--- config.mk ---
export PLATFORM = sky130hd
export DESIGN_NAME = mem_port_arbiter
export DESIGN_NICKNAME = d
export VERILOG_FILES = /design/src/rtl/mem_port_arbiter.sv
export SDC_FILE = /design/constraint.sdc
export NUM_CORES = 1
export LEC_CHECK = 0
export BUFFER_PORTS_ARGS = -buffer_cell sky130_fd_sc_hd__buf_2
export CAP_MARGIN = 10
export CORE_MARGIN = 3
export CORE_UTILIZATION = 45
export DETAILED_ROUTE_END_ITERATION = 8
export GPL_ROUTABILITY_DRIVEN = 1
export MAX_ROUTING_LAYER = met4
export PLACE_DENSITY = 0.89
export SYNTH_ARGS = -nofsm -noshare
export SYNTH_HDL_FRONTEND = slang
export SYNTH_SLANG_ARGS = --single-unit
--- constraint.sdc ---
create_clock -name clock -period 1.8 [get_ports clock]
set_clock_uncertainty 0.05 [all_clocks]
set_input_delay 0.36 -clock clock [delete_from_list [all_inputs] [get_ports clock]]
set_output_delay 0.36 -clock clock [all_outputs]
set_load 0.005 [all_outputs]
--- src/rtl/mem_port_arbiter.sv ---
// mem_port_arbiter: multiplexes NUM_PORTS requesters onto one single-port RAM.
// A combinational one-hot grant picks one requester per cycle (round-robin or
// fixed priority). The winner's access is registered onto the RAM pins. A
// shift pipeline carrying {valid, port index} steers the RAM read data back to
// the port that issued the read.
module mem_port_arbiter #(
  parameter int NUM_PORTS  = 2,
  parameter int ADDR_W     = 5,
  parameter int DATA_W     = 16,
  parameter int RD_LATENCY = 1,
  parameter int RR_MODE    = 1
) (
  input  logic                        clock,
  input  logic                        reset,
  input  logic [NUM_PORTS-1:0]        req,
  input  logic [NUM_PORTS-1:0]        wren_in,
  input  logic [NUM_PORTS*ADDR_W-1:0] addr_in,
  input  logic [NUM_PORTS*DATA_W-1:0] wdata_in,
  output logic [NUM_PORTS-1:0]        gnt,
  output logic [DATA_W-1:0]           rdata,
  output logic [NUM_PORTS-1:0]        rvalid,
  output logic [ADDR_W-1:0]           mem_address,
  output logic [DATA_W-1:0]           mem_data,
  output logic                        mem_wren,
  input  logic [DATA_W-1:0]           mem_q
);

  localparam int IDX_W = $clog2(NUM_PORTS);
  // One stage per cycle between the grant edge and the cycle mem_q is valid.
  localparam int DEPTH = RD_LATENCY + 1;

  logic [ADDR_W-1:0] addr_arr  [NUM_PORTS];
  logic [DATA_W-1:0] wdata_arr [NUM_PORTS];

  logic [IDX_W-1:0]  last_gnt_reg;
  logic [IDX_W-1:0]  gnt_idx;
  logic              gnt_any;
  int                cand;

  logic [DEPTH-1:0]  pipe_vld_reg;
  logic [IDX_W-1:0]  pipe_idx_reg [DEPTH];
  logic [NUM_PORTS-1:0] ret_onehot;

  // Unpack the flat per-port buses and decode the grant and return vectors.
  generate
    for (genvar gi = 0; gi < NUM_PORTS; gi++) begin : g_port
      assign addr_arr[gi]   = addr_in[gi*ADDR_W +: ADDR_W];
      assign wdata_arr[gi]  = wdata_in[gi*DATA_W +: DATA_W];
      assign gnt[gi]        = gnt_any && (gnt_idx == IDX_W'(gi));
      assign ret_onehot[gi] = pipe_vld_reg[DEPTH-1] &&
                              (pipe_idx_reg[DEPTH-1] == IDX_W'(gi));
    end
  endgenerate

  // Pick the winner: scan from last_gnt+1 (round-robin) or from port 0 (fixed).
  always_comb begin
    gnt_idx = '0;
    gnt_any = 1'b0;
    cand    = 0;
    for (int k = 0; k < NUM_PORTS; k++) begin
      if (RR_MODE != 0) begin
        cand = (int'(last_gnt_reg) + 1 + k) % NUM_PORTS;
      end else begin
        cand = k;
      end
      if (!gnt_any && req[cand[IDX_W-1:0]]) begin
        gnt_any = 1'b1;
        gnt_idx = cand[IDX_W-1:0];
      end
    end
  end

  // Register the granted access onto the RAM pins and remember the winner.
  always_ff @(posedge clock or posedge reset) begin
    if (reset) begin
      mem_address  <= '0;
      mem_data     <= '0;
      mem_wren     <= 1'b0;
      last_gnt_reg <= IDX_W'(NUM_PORTS - 1);
    end else begin
      mem_wren <= gnt_any && wren_in[gnt_idx];
      if (gnt_any) begin
        mem_address  <= addr_arr[gnt_idx];
        mem_data     <= wdata_arr[gnt_idx];
        last_gnt_reg <= gnt_idx;
      end
    end
  end

  // Track outstanding reads so each mem_q word is routed to its issuer.
  always_ff @(posedge clock or posedge reset) begin
    if (reset) begin
      pipe_vld_reg <= '0;
      for (int k = 0; k < DEPTH; k++) begin
        pipe_idx_reg[k] <= '0;
      end
    end else begin
      pipe_vld_reg[0] <= gnt_any && !wren_in[gnt_idx];
      pipe_idx_reg[0] <= gnt_idx;
      for (int k = 1; k < DEPTH; k++) begin
        pipe_vld_reg[k] <= pipe_vld_reg[k-1];
        pipe_idx_reg[k] <= pipe_idx_reg[k-1];
      end
    end
  end

  // Capture returning read data; rdata holds between pulses.
  always_ff @(posedge clock or posedge reset) begin
    if (reset) begin
      rdata  <= '0;
      rvalid <= '0;
    end else begin
      rvalid <= ret_onehot;
      if (pipe_vld_reg[DEPTH-1]) begin
        rdata <= mem_q;
      end
    end
  end

endmodule
**Yosys cells after proc, flatten, opt, wreduce, memory -nomap -nowiden**

Cells that the tools add are included.

- Flip-flop bits (word level): 45
- Input port bits: 64
- Output and inout port bits: 42
- Word-level logic and storage cells: 43

- Add/sub/neg operators: 2
- $lt $le $gt $ge: 4
- Mux-type cells: 16
- Bitwise logic cells: 3
- Reductions and logical operators: 9

Operators with widths:

| operator | count |
|---|---|
| 16-bit 2-to-1 mux | 3 |
| 5-bit 2-to-1 mux | 3 |
| 1-bit 2-to-1 mux | 10 |
| 1-bit logical AND | 7 |
| 1-bit by 2-bit less-than comparator with 1-bit output, second input constant | 3 |
| 1-bit adder, second input constant | 2 |
| 2-bit greater-or-equal comparator, second input constant | 1 |
| 1-bit logical NOT | 2 |
| 1-bit inverter | 2 |
| 1-bit inverter with 2-bit output | 1 |

**Depth between registers and ports, before layout**

Gate-level depths: netlist of run 1.

- Depth in word-level cells: 11
- Mapped depth: 5
- Mapped depth without buffers: 4

**Worst setup path before layout of run 1**

Ideal clock, no wire load.

- Path type: register -> output
- From: reg last_gnt_reg
- To: out gnt[1]
- Arrival: 0.781 ns
- Required time: 1.390 ns
- Slack: 0.609 ns
- Stages on the path, launching flop included: 4
- Buffers on the path: 0
- Path through: dfstp_2 -> nand2_2 -> nand2_1 -> inv_1

- Word-level cells in the longest chain between the ends: 8
- Elaborated cells between the ends (all ways): 13
- Classes of those cells: 2 x add/sub; 8 x mux; 3 x reduce/logical

RTL lines:

| what | RTL line | source |
|---|---|---|
| from (decl) | 35 | `logic [IDX_W-1:0] last_gnt_reg;` |
| from (signal assigned) | 79 | `last_gnt_reg <= IDX_W'(NUM_PORTS - 1);` |
| from (signal assigned) | 85 | `last_gnt_reg <= gnt_idx;` |
| 1-bit adder (*) | 62 | `cand = (int'(last_gnt_reg) + 1 + k) % NUM_PORTS;` |
| 1-bit 2-to-1 mux (not written as such) (2 in series) | 66 | `if (!gnt_any && req[cand[IDX_W-1:0]]) begin` |
| 1-bit 2-to-1 mux | 66 |  |
| 1-bit logical NOT | 66 |  |
| 1-bit logical AND | 66 |  |
| 1-bit 2-to-1 mux | 66 |  |
| 1-bit logical AND (*) | 49 | `assign gnt[gi] = gnt_any && (gnt_idx == IDX_W'(gi));` |
| to (decl) | 19 | `output logic [NUM_PORTS-1:0] gnt,` |

Every way passes the cells marked *; elsewhere a longest branch is shown, timed or not. The select of a mux whose other input is x is not followed.

**Worst setup path after layout of run 1**

Ends and elaborated chain as after synthesis.

==> run summary, run 1 <==
### Floorplan
- area of the core region: 4380 sq um
- floorplan die height: 73.8 microns
- placement row count: 24
- Die W: 73.8 microns
- floorplan die area: 5450 sq um
- I/O Pins: 106
- initial standard-cell utilization of the core: 47.2%

### Logic synthesis
- Yosys top cell area share: 53.2%
- number of distinct library cells after synthesis: 22
- post-synth design cell area: 2070 sq um
- synthesis-stage register bit count: 45
- warning count from the yosys run: 0
- main area contributors after synthesis: dfrtp_1 (53%), mux2i_1 (10%), mux2_2 (8.7%), a31oi_1 (6.3%), and3_1 (6.3%)
- Post-synth EDFFs: 0
- synth cell count leaders: dfrtp_1 (44), a31oi_1 (21), and3_1 (21), mux2i_1 (21), o21ai_1 (19)
- synthesized-area fraction occupied by ao, oa, aoi and oai cells: 12.9%
- post-synthesis net count: 239
- simple-gate portion of the synthesized area: 7.43%
- mean instance size in the synthesized netlist: 11.8 sq um
- synthesized-area fraction occupied by xor and xnor cells: 0%
- proportion of synthesized chip area in sequential cells: 54.4%
- async set or reset register ratio after synthesis: 100%
- cell count after synthesis: 175
- most frequently used flop master after synthesis: dfrtp_1
- Post-Synth Adder-Cell Area: 0%
- most area-hungry cell type in the Yosys netlist: dfrtp_1
- dominant cell by count in the synthesized netlist: dfrtp_1
- proportion of synthesized area in mux cells: 18.9%
- main combinational cell family by area after synthesis: multiplexers

### Global routing
- number of global-route vias before repair: 1567
- maximum number of pins on one net before global-route repair: 29
- GRT Residual Overflow: 0
- overall fraction of global-route tracks in use: 18.0%
- first-pass GRT wire length: 7.29 mm
- antenna violations before repair: 0

### Timing
- summed negative setup slack over all endpoints: 0 ns
- smallest setup slack after layout: 0.201 ns
- max-slew violation count: 0
- Min Hold Slack: -0.00226 ns
- transition time at the pin with the least slew margin: 0.651 ns
- Slew headroom: 56.6%
- share of the cycle needed by the critical path after routing: 88.8%
- unrepaired setup endpoints after global routing: false
- Final setup violation count: 0
- highest attainable clock frequency: 625 MHz
- Fin. Hold Viols: 3
- shortest clock period the worst path allows after layout: 1.60 ns

### Setup path
- maximum fanout encountered on the critical timing path: 4
- Worst Path Buf+Inv: 2
- capturing point of the worst reg2reg path: rdata[0]
- cell with the biggest individual delay on the critical path: dfstp_2
- list of cells traversed by the critical path: nand2_2 -> nand2_1 -> inv_1 -> buf_2
- CP Launch Type: register
- worst setup path category: reg2out
- Critical Path End Type: output pin
- largest stage delay on the critical path: 0.57 ns
- launch point of the worst reg-to-reg path: pipe_vld_reg[1]
- cell class contributing the biggest share of worst-path delay: flip-flops
- worst-case register-to-register setup slack: 0.46 ns
- depth of the most critical reg-to-reg path: 1
- critical path data required time: 1.39 ns
- Data arrival, critical path: 1.19 ns

### Placed design
- estimated wirelength of the detail-placed design: 3.48 mm
- final estimated routing congestion in global placement: 0.732
- total of buffers placed on input and output ports: 105
- worst setup timing slack at the placement stage: 0.374 ns
- area post-placement: 2630 sq um

### Cells and area
- share of cells above drive strength 1: 50.5%
- antenna cell count: 0
- biggest regs: mem_data (16), rdata (16), mem_address (5)
- final standard cell area without fillers: 2740 sq um
- P&R area growth vs syn: 32.5%
- Finished Core Util: 62.6%
- number of nets in the finished design: 345
- number of fill cells in the layout: 362

### Clock tree
- number of buffers added to fix hold violations after cts: 0
- H-tree level count: 2
- Clock Pin Slew Worst Setup and Hold Paths: 0.08 ns
- clock latency on the worst-skew pair: 0.29 ns
- number of buffers created by CTS: 5
- CTS tree: done
- CTS max path bufs: 2
- clock tree sinks: 45
- clock tree root driver cell: clkbuf_8

### Status
- result of the run: finished with violations
- failing checks: hold timing

### Pwr
- maximum vdd drop: 0.542 mV
- leakage power: 1.47 nW
- P per Cell Area: 924 nW/um^2

### Flow run
- max_cap viols: 0

### Detailed routing
- count of routing violations after the opening detailed-route iteration: 110
- via count: 1757
- via density per instance: 5.28
- average wire length per cell after detail routing: 13.9 microns
- DRT antenna net count: 0
- DRC violation count after routing: 0
- final wirelength: 4.64 mm
- first-pass iteration count of the detailed router: 4

### Worst hold path
- class of the tightest hold or removal check: in2async

==> repair_timing <==
| item | CTS | global route |
|---|---|---|
| setup buffers | 0 | 2 |
| resized for setup | 0 | 0 |
| setup endpoints to repair | 0 | 1 |
==> kinds of logic (layout without fill, tap and decap cells) <==
kind of cell,Yosys count,after routing
compound gates,46,46
simple gates,25,25
mux,37,37
flops,45,45
buf+inv,22,128
==> cells in the final DEF, fill, tap and decap left out, types with 2 or more instances in the layout <==
| cell | n |
|---|---|
| buf_2 | 105 |
| dfrtp_1 | 44 |
| mux2i_1 | 21 |
| and3_1 | 21 |
| a31oi_1 | 21 |
| o21ai_1 | 19 |
| mux2_2 | 16 |
| buf_4 | 9 |
| inv_1 | 5 |
| clkbuf_8 | 5 |
| o21ai_0 | 2 |
==> worst max path at each step <==
stage          cells after the start  slack, ns              to          from
2_1_floorplan                      1       0.33  mem_address[0]         reset
3_3_place_gp                       4       0.37          gnt[1]  last_gnt_reg
3_5_place_dp                       4       0.37  mem_address[1]  last_gnt_reg
4_1_cts                            4       0.05          gnt[1]  last_gnt_reg
5_1_grt                            4       0.10          gnt[1]  last_gnt_reg
6_report                           4       0.20          gnt[1]  last_gnt_reg
==> routing by layer <==
metal  vias to the layer above  global-route usage [%]  wire, microns
met1                       835                    23.0           1950
li1                        847                       -              -
met4                         0                    4.83             26
met5                         -                       -              0
met2                        71                    28.3           2300
met3                         4                    4.51            366
==> where the power goes <==
part / total [W] / internal, W / leakage [nW] / switching (W)
combinational: 0.000573 / 0.000319 / 0.881 / 0.000254
clock: 0.000716 / 0.000403 / 0.0540 / 0.000313
sequential: 0.00125 / 0.00116 / 0.535 / 0.0000831
==> layout make-up <==
| class | count | area, sq um | area share (%) |
|---|---|---|---|
| flip-flops and latches | 45 | 1130 | 41.1 |
| repair buffers | 115 | 613 | 22.3 |
| inverters | 6 | 22.5 | 0.821 |
| clock inverters | 2 | 35.0 | 1.28 |
| well taps | 52 | 65.1 | 2.37 |
| multi-input cells | 108 | 812 | 29.6 |
| clock buffers | 5 | 68.8 | 2.51 |
==> per-stage QoR <==
step           cells  power (W)
6_report         333    0.00254
5_1_grt          333    0.00270
4_1_cts          331    0.00257
3_5_place_dp     324    0.00184
3_3_place_gp     324    0.00182
2_1_floorplan    175    0.00157
No activity file was read; power rests on OpenSTA's default activity.
==> run 2, diff against run 1 <==
Clock period 1.8 ns to 1.7 ns, I/O delays scaled along.
==> run 2 against run 1 <==
Against the previous run:
- the run now ends clean
- first-iteration DRC count shrank 50%
- flip-flop and latch count is the same
- count of clock-buffer cells in the layout grew 1
- largest power group unchanged
==> run summary, run 2 (synthesis gave the netlist of run 1 again) <==
### Status
- result of the run: completed

### Cells and area
- antenna cell count: 0
- biggest regs: mem_data (16), rdata (16), mem_address (5)
- most common cell after layout, fill and taps aside: buf_2
- number of nets in the finished design: 346
- Finished Core Util: 63.2%
- P&R area growth vs syn: 33.8%
- share of cells above drive strength 1: 50.5%
- number of fill cells in the layout: 369
- commonest cells after routing, fill and taps aside: buf_2 (105), dfrtp_1 (44), mux2i_1 (21), and3_1 (21), a31oi_1 (21)

### Detailed routing
- DRT antenna net count: 0
- DRC violation count after routing: 0
- average wire length per cell after detail routing: 14.5 microns
- first-pass iteration count of the detailed router: 4
- final wirelength: 4.87 mm
- count of routing violations after the opening detailed-route iteration: 55
- via density per instance: 5.39
- via count: 1806

### Placed design
- final estimated routing congestion in global placement: 0.676
- total of buffers placed on input and output ports: 105
- estimated wirelength of the detail-placed design: 3.64 mm

### Timing
- Slew headroom: 74.3%
- summed negative setup slack over all endpoints: 0 ns
- Fin. Hold Viols: 0
- share of the cycle needed by the critical path after routing: 94.2%
- shortest clock period the worst path allows after layout: 1.60 ns
- highest attainable clock frequency: 625 MHz
- transition time at the pin with the least slew margin: 0.386 ns
- unrepaired setup endpoints after global routing: false
- max-slew violation count: 0
- Final setup violation count: 0

### Worst hold path
- class of the tightest hold or removal check: in2reg

### Setup path
- worst-case register-to-register setup slack: 0.39 ns
- Critical Path End Type: output pin
- maximum fanout encountered on the critical timing path: 4
- Data arrival, critical path: 1.21 ns
- worst setup path category: reg2out
- CP Launch Type: register
- critical path data required time: 1.31 ns

### Global routing
- number of global-route vias before repair: 1768
- GRT Residual Overflow: 0
- antenna violations before repair: 0
- first-pass GRT wire length: 7.62 mm
- overall fraction of global-route tracks in use: 18.6%
- maximum number of pins on one net before global-route repair: 43

### Clock tree
- CTS tree: done
- H-tree level count: 2
- clock latency on the worst-skew pair: 0.29 ns
- Clock Pin Slew Worst Setup and Hold Paths: 0.08 ns
- clock tree root driver cell: clkbuf_8
- number of buffers created by CTS: 5
- CTS max path bufs: 2
- clock tree sinks: 45

### Floorplan
- floorplan die height: 73.8 microns
- Die W: 73.8 microns
- area of the core region: 4380 sq um
- I/O Pins: 106
- initial standard-cell utilization of the core: 47.2%
- floorplan die area: 5450 sq um
- placement row count: 24

### Flow run
- max_cap viols: 0

### Pwr
- leakage power: 1.48 nW
- P per Cell Area: 995 nW/um^2
- maximum vdd drop: 0.555 mV

[run 2: changes by cell type in the layout (fill, tap and decap cells not counted), sizes merged]
cell | previous run | this run
clkinv | 1 | 0
clkbuf | 5 | 6
dlygate4sd3 | 0 | 1
clkinvlp | 0 | 1
[run 2: area by class of cell]
| type | instances | area (sq um) | area share, % |
|---|---|---|---|
| Clock inverter | 2 | 37.5 | 1.36 |
| Multi-Input combinational cell | 108 | 812 | 29.3 |
| Inverter | 6 | 22.5 | 0.813 |
| Sequential cell | 45 | 1130 | 40.7 |
| Timing Repair Buffer | 116 | 623 | 22.5 |
| Clock buffer | 6 | 82.6 | 2.98 |
| Tap cell | 52 | 65.1 | 2.35 |
[run 2: metrics by stage]
step                      setup WS [ns]  instances  total power [W]  hold slack (ns)  cell area [sq um]
after detailed placement          0.257        324          0.00196            0.267               2630
final                            0.0988        335          0.00276            0.196               2770
after CTS                        0.0956        335          0.00280            0.177               2770
after floorplan                   0.252        175          0.00166            0.281               2070
after global routing             0.0313        335          0.00291            0.175               2770
after global placement            0.292        324          0.00193            0.265               2630
[run 2: worst max-delay path, cell delays in order (launching register included)]
cell and delay (ns):
dfstp_2 0.58, nand2_2 0.06, nand2_1 0.12, inv_1 0.05
buf_2 0.12
[run 2: routing by layer]
metal	share of wire [%]	global-route usage (%)
met2	53	33.0
met5	0	-
met3	7.1	4.92
met4	0.74	4.83
met1	39	20.5
[run 2: where the power goes]
part	internal, W	switching [W]
clock	0.000478	0.000345
combinational	0.000339	0.000286
sequential	0.00123	0.0000775
[run 2: repair_timing]
action / CTS / global route
hold buffers: 1 / 0
endpoints found under the setup margin: 1 / 0
buffers inserted: 2 / 0
gates resized for setup: 0 / 0
endpoints found under the hold margin: 13 / 0
[run 2: worst paths after layout]
check	start	to	cells past startpoint
setup reg to reg	last_gnt_reg	mem_data[9]	4
max in group asynchronous	reset	last_gnt_reg	4
setup / recovery	last_gnt_reg	gnt[1]	4
min in group asynchronous	reset	rdata[4]	3
hold / removal	wren_in[0]	pipe_vld_reg[0]	2
hold reg to reg	pipe_idx_reg[1]	pipe_idx_reg[0]	0
